`config.mk`:
```
export PLATFORM = sky130hd
export DESIGN_NAME = mem_arbiter
export DESIGN_NICKNAME = d
export VERILOG_FILES = /design/src/rtl/mem_arbiter.sv
export SDC_FILE = /design/constraint.sdc
export NUM_CORES = 1
export LEC_CHECK = 0
export CAP_MARGIN = 20
export CORE_MARGIN = 5
export CORE_UTILIZATION = 45
export CTS_BUF_LIST = sky130_fd_sc_hd__clkbuf_2 sky130_fd_sc_hd__clkbuf_4 sky130_fd_sc_hd__clkbuf_8
export DETAILED_ROUTE_END_ITERATION = 8
export HOLD_SLACK_MARGIN = 0.12
export PLACE_DENSITY = 0.89
export SYNTH_ARGS = -nofsm -noshare
export SYNTH_HDL_FRONTEND = slang
export SYNTH_SLANG_ARGS = --single-unit
```
`constraint.sdc`:
```
create_clock -name clk -period 3.85 [get_ports clk]
set_input_delay 0.77 -clock clk [delete_from_list [all_inputs] [get_ports clk]]
set_output_delay 0.77 -clock clk [all_outputs]
set_load 0.01 [all_outputs]
```
`src/rtl/mem_arbiter.sv`:
```
// mem_arbiter: round-robin sharing of one single-port RAM between a CPU port (0)
// and an IO/loader port (1). A granted request is latched, the RAM strobes are
// sequenced from the latched copy, and the winner gets a one-cycle ack with data.
//
// state  | meaning
// IDLE   | waiting for req0/req1; arbitrates and latches the winner
// BUSY   | driving RAM strobes (one write cycle or RD_LAT read cycles)
// RESP   | ack pulse to the granted port, rdata valid for reads
module mem_arbiter #(
    parameter int AW     = 32,
    parameter int DW     = 32,
    parameter int RD_LAT = 1
) (
    input  logic          clk,
    input  logic          rst,
    input  logic          req0,
    input  logic          we0,
    input  logic [AW-1:0] addr0,
    input  logic [DW-1:0] wdata0,
    output logic          ack0,
    output logic [DW-1:0] rdata0,
    input  logic          req1,
    input  logic          we1,
    input  logic [AW-1:0] addr1,
    input  logic [DW-1:0] wdata1,
    output logic          ack1,
    output logic [DW-1:0] rdata1,
    output logic          mem_re,
    output logic          mem_we,
    output logic [AW-1:0] mem_addr,
    output logic [DW-1:0] mem_di,
    input  logic [DW-1:0] mem_data,
    output logic          busy
);

    typedef enum logic [1:0] {
        S_IDLE = 2'd0,
        S_BUSY = 2'd1,
        S_RESP = 2'd2
    } state_t;

    localparam logic [3:0] LP_RD_LAST = 4'(RD_LAT - 1);

    state_t          r_state;
    state_t          w_next;
    logic            r_rr;      // port preferred when both request
    logic            r_g;       // granted port
    logic            r_we;
    logic [AW-1:0]   r_addr;
    logic [DW-1:0]   r_wdata;
    logic [DW-1:0]   r_rdata;
    logic [3:0]      r_cnt;

    logic            w_any_req;
    logic            w_win;
    logic            w_rd_done;
    logic            w_in_busy;
    logic            w_in_resp;

    assign w_any_req = req0 | req1;
    // Contention goes to the preferred port; otherwise the lone requester wins.
    assign w_win     = (req0 & req1) ? r_rr : req1;
    assign w_rd_done = (r_cnt == LP_RD_LAST);
    assign w_in_busy = (r_state == S_BUSY);
    assign w_in_resp = (r_state == S_RESP);

    // State register; reset aborts any access in flight.
    always_ff @(posedge clk or negedge rst) begin
        if (!rst) r_state <= S_IDLE;
        else      r_state <= w_next;
    end

    // Next-state decode.
    always_comb begin
        w_next = r_state;
        case (r_state)
            S_IDLE:  if (w_any_req) w_next = S_BUSY;
            S_BUSY:  if (r_we || w_rd_done) w_next = S_RESP;
            S_RESP:  w_next = S_IDLE;
            default: w_next = S_IDLE;
        endcase
    end

    // Request latch, read-latency counter, read capture and round-robin pointer.
    always_ff @(posedge clk or negedge rst) begin
        if (!rst) begin
            r_rr    <= 1'b0;
            r_g     <= 1'b0;
            r_we    <= 1'b0;
            r_addr  <= '0;
            r_wdata <= '0;
            r_rdata <= '0;
            r_cnt   <= '0;
        end else begin
            case (r_state)
                S_IDLE: begin
                    if (w_any_req) begin
                        r_g     <= w_win;
                        r_we    <= w_win ? we1    : we0;
                        r_addr  <= w_win ? addr1  : addr0;
                        r_wdata <= w_win ? wdata1 : wdata0;
                        r_rdata <= '0;   // writes return zero data
                        r_cnt   <= '0;
                    end
                end
                S_BUSY: begin
                    if (!r_we) begin
                        r_cnt <= r_cnt + 4'd1;
                        if (w_rd_done) r_rdata <= mem_data;
                    end
                end
                S_RESP: r_rr <= ~r_g;
                default: ;
            endcase
        end
    end

    // RAM strobes and acks decoded from state; all idle at zero.
    always_comb begin
        mem_we   = w_in_busy & r_we;
        mem_re   = w_in_busy & ~r_we;
        mem_addr = w_in_busy ? r_addr  : '0;
        mem_di   = w_in_busy ? r_wdata : '0;
        ack0     = w_in_resp & ~r_g;
        ack1     = w_in_resp & r_g;
        rdata0   = ack0 ? r_rdata : '0;
        rdata1   = ack1 ? r_rdata : '0;
        busy     = (r_state != S_IDLE);
    end

endmodule

```
# ---- Yosys cells after proc, flatten, opt, wreduce, memory -nomap -nowiden
# Index checks and enable logic that the tools add are counted.
dict set report op_classes {
  mux 18
  eq_ne 6
  bitwise 8
  n_reduce_logical 9
  add_sub_neg 1
}
# operator count
set op_table {}
lappend op_table {{$mux 32} 9}
lappend op_table {{$pmux 32 s2} 1}
lappend op_table {{$mux 4} 2}
lappend op_table {{$pmux 4 s2} 1}
lappend op_table {{$ne 2x2->1 const B} 3}
lappend op_table {{$and 1x1->1} 5}
lappend op_table {{$add 4x1->4 const B} 1}
lappend op_table {{$logic_not 4->1} 1}
lappend op_table {{$mux 2} 2}
lappend op_table {{$pmux 2 s2} 1}
lappend op_table {{$reduce_and 2->1} 2}
lappend op_table {{$reduce_and 4->1} 1}
lappend op_table {{$reduce_bool 2->1} 2}
lappend op_table {{$reduce_and 3->1} 1}
lappend op_table {{$eq 2x1->1 const B} 1}
lappend op_table {{$eq 2x2->1 const B} 1}
lappend op_table {{$logic_not 2->1} 1}
lappend op_table {{$mux 1} 2}
lappend op_table {{$ne 2x1->1 const B} 1}
lappend op_table {{$not 1->1} 2}
lappend op_table {{$logic_or 1x1->1} 1}
lappend op_table {{$or 1x1->1} 1}
dict set report totals {
  reg_bits 105
  word_cells 50
  in_bits 166
  output_inout_bits 133
}

# ---- Longest topological paths before layout
# Gate-level depths: netlist of run 1.
dict set report logic_depth {
  ltp_word 4
  depth_mapped 7
  depth_no_buf 5
}

# ---- Worst setup path before layout of run 1
# Ideal clock, no wire load.
dict set report synth_path {
  path_kind {flip-flop to output port}
  from {register r_state[0]}
  to {output rdata1[10]}
  path_slack_ns 1.884
  t_arrival_ns 1.196
  stages_incl_launch_ff 5
  n_path_buf 1
  t_required_ns 3.080
  path_cell_list {dfrtp_1 -> nand2b_1 -> nor2_1 -> clkbuf_1 -> and2_1}
}
dict set report synth_between {
  elab_chain_len 3
}
# item line
set synth_lines {}
lappend synth_lines {{start, declared} 44} ;# state_t r_state;
lappend synth_lines {{start signal, assigned} 70} ;# else r_state <= w_next;
lappend synth_lines {{$eq 2x2->1} 65} ;# assign w_in_resp = (r_state == S_RESP);
lappend synth_lines {{$and 1x1->1} 125} ;# ack1 = w_in_resp & r_g;
lappend synth_lines {{$mux 32} 127} ;# rdata1 = ack1 ? r_rdata : '0;
lappend synth_lines {{end, declared} 27} ;# output logic [DW-1:0] rdata1,
# No other way between the ends.

# ---- Worst setup path after layout of run 1
dict set report layout_path {
  from {register r_state[1]}
  to {output mem_di[14]}
}
dict set report layout_between {
  elab_chain_len 2
}
# item line
set layout_lines {}
lappend layout_lines {{$eq 2x1->1} 64} ;# assign w_in_busy = (r_state == S_BUSY);
lappend layout_lines {{$mux 32} 123} ;# mem_di = w_in_busy ? r_wdata : '0;
lappend layout_lines {{end, declared} 31} ;# output logic [DW-1:0] mem_di,
# No other way between the ends.

==> results.tsv, run 1 <==
metric	value	unit
critPathLaunchType	register	
finalCriticalPeriod	3106	ps
seq_area_frac_synth	0.4399	
die_h	125.2	um
cts.path.max_buffers	2	
use_met2	0.4366	
worstReg2RegStart	r_state[1]$_DFFE_PN0P_	
ys_ff_latch	105	
power.density	624.3	nW/um2
synth_cell_types	40	
synth-async-reset-ratio	1.000	
fp-row-count	42	
crit_chain	nor2b_4 > buf_12 > and2_1 > clkdlybuf4s50_1	
track_usage	0.2466	
dieArea	15680	um2
worst_setup_path_end_kind	primary output	
routed_wl	20.44	mm
fin_util	0.6937	
grt_pass1_vias	6044	
layout_common_cells	296 x clkdlybuf4s50_1, 130 x and2_1, 105 x dfrtp_1	
die_w	125.2	um
required	3080	ps
synth_flop_cell	dfrtp_1	
syn_area	5973	um2
numClockSinks	105	
instances_no_fill	1098	
setup_slack	744.4	ps
firstDrtPassIters	6	
fin_crit_sh	0.8066	
ant_nets	0	
max_stage_delay	550	ps
grt_max_degree	69	
drc	0	
fmax	322.0	MHz
hp-class	in -> async	
syn-num-nets	839	
via_count	6174	
place_area	8944	um2
postCtsSetupBuffers	0	
setup_viol	0	
cts_tree	yes	
cap_viol_max_count	0	
synthToLayoutAreaGrowth	52.58	%
cp-startpoint	r_state[1]$_DFFE_PN0P_	
rsz0062_at_grt	no	
power	5.690	mW
cts.clk_slew.worst_paths	100	ps
yosysTopAreaCellShare	0.4399	
wl_per_cell	18.62	um
final.setup.tns	0	ps
peakVddDrop	353.7	uV
synth_area_leaders	dfrtp_1 44%, and2_1 14%, a31oi_1 6.8%, nand3_1 5.5%, a21oi_1 5.4%	
worst_slew_pin_slew	748.3	ps
status	completed	
whs	407.3	ps
met1_usage	0.2939	
grt-busiest-layer	met2	
fin_area	9114	um2
layout_commonest_cell	clkdlybuf4s50_1	
synth_area_leader_cell	dfrtp_1	
cpMaxStageDelayCell	clkdlybuf4s50_1	
syn_area_per_cell	8.902	um2
dpl_worst_slack	1116	ps
drv_slew	0	
gp_congestion	0.8403	
endpoint	mem_di[14]	
post_cts_resize_count	0	
core_area	13140	um2
num-nets-final	1086	
worstSetupPathType	reg -> out	
portBuffers	298	
critPathArrivalTime	2340	ps
crit_path_max_fanout	35	
layout-drive-gt1-share	0.05315	
relSlewSlack	0.5011	
hold_viol	0	
drtIter0Drc	521	
r2r-end	r_rdata[0]$_DFFE_PN0P_	
viasPerCell	5.623	
grtUsageMet3	0.05160	
initial_core_util	0.4547	
p_leak	3.697	nW
diodes	0	
hpwlAfterDp	14.62	mm
clock_skew	13.00	ps
fill_cells	1100	
insertion_delay	360	ps
yosys_warnings	0	
htree_levels	3	
numCtsBuffers	9	
reg2regPathDepth	4	
synth_edf_count	0	
hold_buffers	0	
clockRootBuffer	clkbuf_8	
postSynthCellCount	671	
num_io_pins	299	
rrSetupSlack	1470	ps
grt_pass1_wl	31.76	mm
overflow	0	
grt_antenna_before_repair	0	
post-place-cells	1083	
[cell families (layout without fill, tap and decap cells)]
logic type	Yosys count	after routing	synth area share
DFF	105	105	0.4399
and+or+nand+nor	247	247	0.2514
buffers and inverters	82	333	0.06975
AOI/OAI and AO/OA	232	232	0.2298
xor gates and xnor gates	1	1	0.001467
muxes	2	2	0.003561
adders and majority gates	2	2	0.004189
[report_power, final]
group | internal (mW) | switching, mW | leakage, nW | total [mW]
clock network | 0.263 | 0.373 | 0.0891 | 0.637
logic | 1.50 | 1.52 | 2.34 | 3.02
registers | 1.65 | 0.377 | 1.27 | 2.03
[routing by layer]
layer	share of wire	vias up	wire length [um]
met1	0.39	2973	8045
met4	0.032	0	657
met5	0	-	0
met3	0.071	46	1445
met2	0.50	273	10290
li1	-	2882	-
[synthesized netlist by cell type (2+ instances only)]
cell type / instances
buf_2: 20
and3_1: 32
nor2_2: 2
nor2_1: 3
o21ai_1: 10
a31oi_1: 65
a31o_1: 30
o21ai_0: 57
dfrtp_1: 105
buf_1: 3
buf_6: 9
nand2b_1: 3
a31o_2: 2
ha_1: 2
inv_1: 4
nand3_1: 66
clkbuf_1: 42
a21oi_1: 65
and2_1: 130
[flip-flops by register name (all words and copies together), names as in the netlist]
signal and count:
r_we 1, r_rr 1, r_addr 32, r_wdata 32
r_cnt 4, r_rdata 32, r_state 2, r_g 1
[how the worst min path moves through the flow]
stage	end	slack (ps)	cells past startpoint
6_report	r_wdata[13]$_DFFE_PN0P_	410	1
5_1_grt	r_wdata[2]$_DFFE_PN0P_	460	1
4_1_cts	r_wdata[13]$_DFFE_PN0P_	430	1
3_5_place_dp	r_rdata[9]$_DFFE_PN0P_	500	1
3_3_place_gp	r_rdata[7]$_DFFE_PN0P_	490	1
2_1_floorplan	r_rr$_DFFE_PN0N_	460	1
[area by class of cell]
cell class                      count  area [um2]  share of cell area
Inverter                            5       18.77            0.002059
Clock buffer                       12       152.6             0.01675
Clock inverter                      3       17.52            0.001922
Tap cell                          176       220.2             0.02416
Sequential cell                   105        2628              0.2883
Multi-Input combinational cell    484        2952              0.3239
Timing Repair Buffer              313        3126              0.3429
[critical path: cells and delay by family, from the launching register on]
| family | cells | cell delay (ps) |
|---|---|---|
| buffers and inverters | 2 | 790 |
| flip-flops | 1 | 500 |
| AND/OR/NAND/NOR | 2 | 670 |
(Power assumes the default switching activity.)
==> run 2: changes to the inputs <==
--- a/config.mk
+++ b/config.mk
@@ -7,11 +7,11 @@
 export LEC_CHECK = 0
 export CAP_MARGIN = 20
 export CORE_MARGIN = 5
-export CORE_UTILIZATION = 45
+export CORE_UTILIZATION = 42
 export CTS_BUF_LIST = sky130_fd_sc_hd__clkbuf_2 sky130_fd_sc_hd__clkbuf_4 sky130_fd_sc_hd__clkbuf_8
 export DETAILED_ROUTE_END_ITERATION = 8
 export HOLD_SLACK_MARGIN = 0.12
-export PLACE_DENSITY = 0.89
+export PLACE_DENSITY = 0.83
 export SYNTH_ARGS = -nofsm -noshare
 export SYNTH_HDL_FRONTEND = slang
 export SYNTH_SLANG_ARGS = --single-unit
==> constraint.sdc (replaced) <==
create_clock -name clk -period 2.9 [get_ports clk]
set_input_delay 0.58 -clock clk [delete_from_list [all_inputs] [get_ports clk]]
set_output_delay 0.58 -clock clk [all_outputs]
set_load 0.01 [all_outputs]
==> results.tsv, run 2 (same netlist as run 1, synthesis figures left out) <==
metric	value	unit
status	completed	
postCtsSetupBuffers	0	
peakVddDrop	595.6	uV
critPathLaunchType	register	
hp-class	in -> async	
reg_top3	r_addr x32, r_rdata x32, r_wdata x32	
wl_met3	1.998	mm
layout_commonest_cell	clkdlybuf4s50_1	
fin_crit_sh	0.9447	
die_w	129.3	um
combPwrFrac	0.533	
cp-startpoint	r_state[0]$_DFFE_PN0P_	
numCtsBuffers	9	
worst_setup_path_end_kind	primary output	
crit_path_max_fanout	33	
worst_slew_pin_slew	918.9	ps
grt_max_degree	69	
cts.path.max_buffers	2	
critPathArrivalTime	2160	ps
viasPerCell	5.537	
diodes	0	
layout-drive-gt1-share	0.05933	
dieArea	16710	um2
relSlewSlack	0.3836	
drtIter0Drc	413	
clock_skew	11.37	ps
p_clk_frac	0.117	
met1_length	7.539	mm
instances_no_fill	1107	
drv_slew	0	
cap_viol_max_count	0	
power.internal	4.567	mW
grt_pass1_vias	6126	
wl_met2	10.40	mm
rsz0062_at_grt	no	
overflow	0	
r2r-end	r_rdata[31]$_DFFE_PN0P_	
rrSetupSlack	1060	ps
worstReg2RegStart	r_state[1]$_DFFE_PN0P_	
cts_tree	yes	
finalCriticalPeriod	2740	ps
track_usage	0.2380	
required	2320	ps
fmax	365.0	MHz
via_count	6130	
die_h	129.3	um
fin_util	0.6578	
worstSetupPathType	reg -> out	
grt_antenna_before_repair	0	
hpwlAfterDp	14.40	mm
clockRootBuffer	clkbuf_8	
switchingPower	3.020	mW
htree_levels	3	
reg2regPathDepth	4	
synthToLayoutAreaGrowth	53.46	%
endpoint	rdata1[11]	
num-nets-final	1090	
gp_congestion	0.8160	
cts.clk_slew.worst_paths	100	ps
fp-row-count	43	
routed_wl	20.53	mm
setup_viol	0	
portBuffers	298	
p_sw_frac	0.3981	
layout_common_cells	296 x clkdlybuf4s50_1, 130 x and2_1, 104 x dfrtp_1	
drc	0	
grt_pass1_wl	31.81	mm
firstDrtPassIters	5	
p_leak	3.720	nW
numClockSinks	105	
power.density	827.7	nW/um2
final.setup.tns	0	ps
seq_power_share	0.350	
highest-signal-layer	met4	
fill_cells	1210	
wl_per_cell	18.55	um
post-place-cells	1091	
num_io_pins	299	
hold_viol	0	
hold_buffers	0	
ant_nets	0	
initial_core_util	0.4287	
core_area	13930	um2
insertion_delay	370	ps
## run 2: cell types whose count changed in the layout (fill, tap and decap cells not counted), sizes merged
cell    change
clkbuf      +2
buf         +4
inv         -1
## run 2: final cells by class
| type | count | area (um2) | share of cell area |
|---|---|---|---|
| Timing Repair Buffer | 317 | 3156 | 0.3443 |
| Multi-Input combinational cell | 484 | 2952 | 0.3220 |
| Sequential cell | 105 | 2629 | 0.2868 |
| Tap cell | 180 | 225.2 | 0.02457 |
| Clock buffer | 14 | 173.9 | 0.01897 |
| Inverter | 5 | 18.77 | 0.002048 |
| Clock inverter | 2 | 12.51 | 0.001365 |
## run 2: timing repair
action,CTS,global route
setup endpoints to repair,0,32
gates resized for setup,0,1
endpoints found under the hold margin,0,0
## run 2: worst min path at each step
stage / from / end / slack (ps) / cells after the start
floorplan: rst / r_addr[0]$_DFFE_PN0P_ / 280 / 0
global placement: r_rr$_DFFE_PN0N_ / r_rr$_DFFE_PN0N_ / 480 / 1
detailed placement: r_rr$_DFFE_PN0N_ / r_rr$_DFFE_PN0N_ / 480 / 1
CTS: rst / r_wdata[21]$_DFFE_PN0P_ / 200 / 1
global route: rst / r_wdata[21]$_DFFE_PN0P_ / 220 / 1
finish: rst / r_wdata[21]$_DFFE_PN0P_ / 200 / 1
## run 2: through the flow
stage	instance area [um2]	hold WS, ps	power (mW)	worst slack, ps
after detailed placement	8979	475.6	6.748	402.2
after global placement	8979	480.3	6.642	460.6
after floorplan	5973	284.4	4.887	1124
after global routing	9166	223.7	8.151	13.28
after CTS	9165	195.5	7.645	68.58
final	9166	198.2	7.587	160.5
## run 2: power groups by stage
stage	logic [mW]	clock network [mW]	registers (mW)
6_report	4.04	0.891	2.65
4_1_cts	4.08	0.917	2.65
5_1_grt	4.42	0.981	2.75
3_5_place_dp	4.08	0	2.67
3_3_place_gp	4.01	0	2.64
2_1_floorplan	2.39	0	2.50
## run 2: worst max-delay path: stages (launching register included)
cell             delay (ps)
dfrtp_1                 450
nand2b_1                210
nor2_1                  110
buf_4                   280
and2_1                  180
clkdlybuf4s50_1         550
## run 2: per-layer routing
layer / global-route usage / vias to the layer above
li1: - / 2890
met1: 0.2717 / 2946
met2: 0.4232 / 258
met3: 0.06430 / 36
met4: 0.09389 / 0
met5: 0 / -
==> variant: new RTL, settings of run 2 <==
Re-encode `state_t` (3 states) as one-hot, 3 bits wide.
--- a/src/rtl/mem_arbiter.sv
+++ b/src/rtl/mem_arbiter.sv
@@ -35,6 +35,6 @@
 
-    typedef enum logic [1:0] {
-        S_IDLE = 2'd0,
-        S_BUSY = 2'd1,
-        S_RESP = 2'd2
+    typedef enum logic [2:0] {
+        S_IDLE = 3'b001,
+        S_BUSY = 3'b010,
+        S_RESP = 3'b100
     } state_t;
Function: no difference found for any inputs over 4 cycles, from zero or initial values and one cycle with rst low; so few cycles prove little.
==> variant against run 2 <==
- synthesized area decreased by 8.2%
- sequential cell count increased by 1
- global-route usage decreased by 1.9 points
- critical path depth decreased by 1
- cell count decreased by 9.1%
- setup slack got worse by 0.025 ns
- first-iteration DRC count decreased by 40%
- routed wire length decreased by 16%
- design area decreased by 4.3%
- total power decreased by 20%
- maximum frequency decreased by 0.89%
==> variant: results (changes against run 2) <==
[status]
status = finished clean  ; unchanged

[synthesis]
synth_common_cells = 129 x and2_1, 105 x dfrtp_1, 70 x nand2_1  ; was 130 x and2_1, 105 x dfrtp_1, 66 x nand3_1
yosys_warnings = 0  ; unchanged
syn_inst = 551  ; was 671
synth.distinct_cells = 28  ; was 40
syn_nets = 719  ; was 839
synthTopCellsByArea = dfrtp_1 48%, and2_1 15%, mux2i_1 12%, a22o_1 5.1%, nand2_1 4.8%  ; was dfrtp_1 44%, and2_1 14%, a31oi_1 6.8%, nand3_1 5.5%, a21oi_1 5.4%
async_flop_share = 1.000  ; unchanged
yosysSeqAreaShare = 0.4840  ; was 0.4399

[setup_path]
worstPathArrival_ns = 2.18  ; was 2.16 ns
regToRegSetupSlack_ns = 0.91  ; was 1.06 ns
r2r-end = r_addr[9]  ; was r_rdata[31]
rr_startpoint = r_state[0]  ; was r_state[1]
cp_max_fo = 41  ; was 33

[global_routing]
grt_max_degree = 69  ; unchanged
grt_use_total = 0.2192  ; was 0.2380
antenna_found_initial = 1  ; was 0
grtUsageMet3 = 0.06604  ; was 0.06430
grt_pass1_wl_um = 27640  ; was 31810 µm
met1_usage = 0.2485  ; was 0.2717
first_global_vias = 5325  ; was 6126
grt_use_met2 = 0.3938  ; was 0.4232

[timing]
finClkSkew_ns = 0.01152  ; was 0.01137 ns
slew_headroom = 0.5962  ; was 0.3836
holdWs_ns = 0.2095  ; was 0.1982 ns

[power]
power.switching_w = 0.002214  ; was 0.003020 W
p_int_w = 0.003856  ; was 0.004567 W
peakVddDrop_mv = 0.3089  ; was 0.5956 mV
pwr-share-seq = 0.431  ; was 0.350
leakage_nw = 3.970  ; was 3.720 nW
powerComb_w = 0.00252  ; was 0.00404 W

[routing]
wl_met3_um = 1384  ; was 1998 µm
vias = 4996  ; was 6130
routed-wl-met2_um = 8727  ; was 10400 µm
drt_pre_antenna_iters = 6  ; was 5
wl_um = 17230  ; was 20530 µm
routed.top_layer = met5  ; was met4
wl_met1_um = 6719  ; was 7539 µm

[placement]
postPlaceCellArea_um2 = 8568  ; was 8979 µm²
pre_cts_ws_ns = 0.5236  ; was 0.4022 ns
place_congestion = 0.8310  ; was 0.8160
place_inst = 989  ; was 1091
hpwlAfterDp_um = 13490  ; was 14400 µm

[final_layout]
layout.cells.non_filler = 1006  ; was 1107
final_layout_size_suffix_gt1_frac = 0.04202  ; was 0.05933

variant: cell count changes after synthesis, moves of 3 or more:
cell / before / now
a21oi_1: 65 / 1
a22o_1: 1 / 32
a31o_1: 30 / 0
a31oi_1: 65 / 0
and3_1: 32 / 1
buf_1: 3 / 0
buf_2: 20 / 10
clkbuf_1: 42 / 23
mux2i_1: 1 / 66
nand2_1: 1 / 70
nand3_1: 66 / 2
nor2_1: 3 / 12
o21ai_0: 57 / 48
o21ai_1: 10 / 20
variant: logic make-up (layout without fill, tap and decap cells):
| family | after synthesis | count (layout) | share of synthesized area |
|---|---|---|---|
| and+or+nand+nor | 223 | 223 | 0.2207 |
| DFF | 106 | 106 | 0.4840 |
| AOI/OAI and AO/OA | 106 | 106 | 0.1214 |
| buffers and inverters | 48 | 330 | 0.04884 |
| muxes | 66 | 66 | 0.1205 |
| adders and majority gates | 2 | 2 | 0.004563 |
| other | 0 | 1 | 0 |
variant: worst max-delay path: stages (launching register included):
cell and delay [ns]:
dfrtp_1 0.46, nor3b_2 0.22, buf_4 0.35, and2_1 0.23
clkdlybuf4s50_1 0.56
variant: final cells by class:
class                   count  area [µm²]
fillers                   969        3948
repair buffers            309        3100
flip-flops and latches    106        2654
multi-input cells         397        2580
well taps                 172       215.2
clock buffers              12       152.6
clock inverters             4       51.30
inverters                   5       18.77
diodes                      1       2.502
variant: worst max path at each step:
stage                from         end  slack (ns)  cells after the start
5_1_grt        r_state[1]  rdata0[25]       0.005                      6
3_3_place_gp   r_state[2]  mem_di[21]        0.55                      4
4_1_cts        r_state[2]  mem_di[21]         0.1                      4
2_1_floorplan  r_state[2]  mem_di[14]        0.86                      4
3_5_place_dp   r_state[2]  mem_di[21]        0.52                      4
6_report       r_state[2]  mem_di[21]        0.14                      4
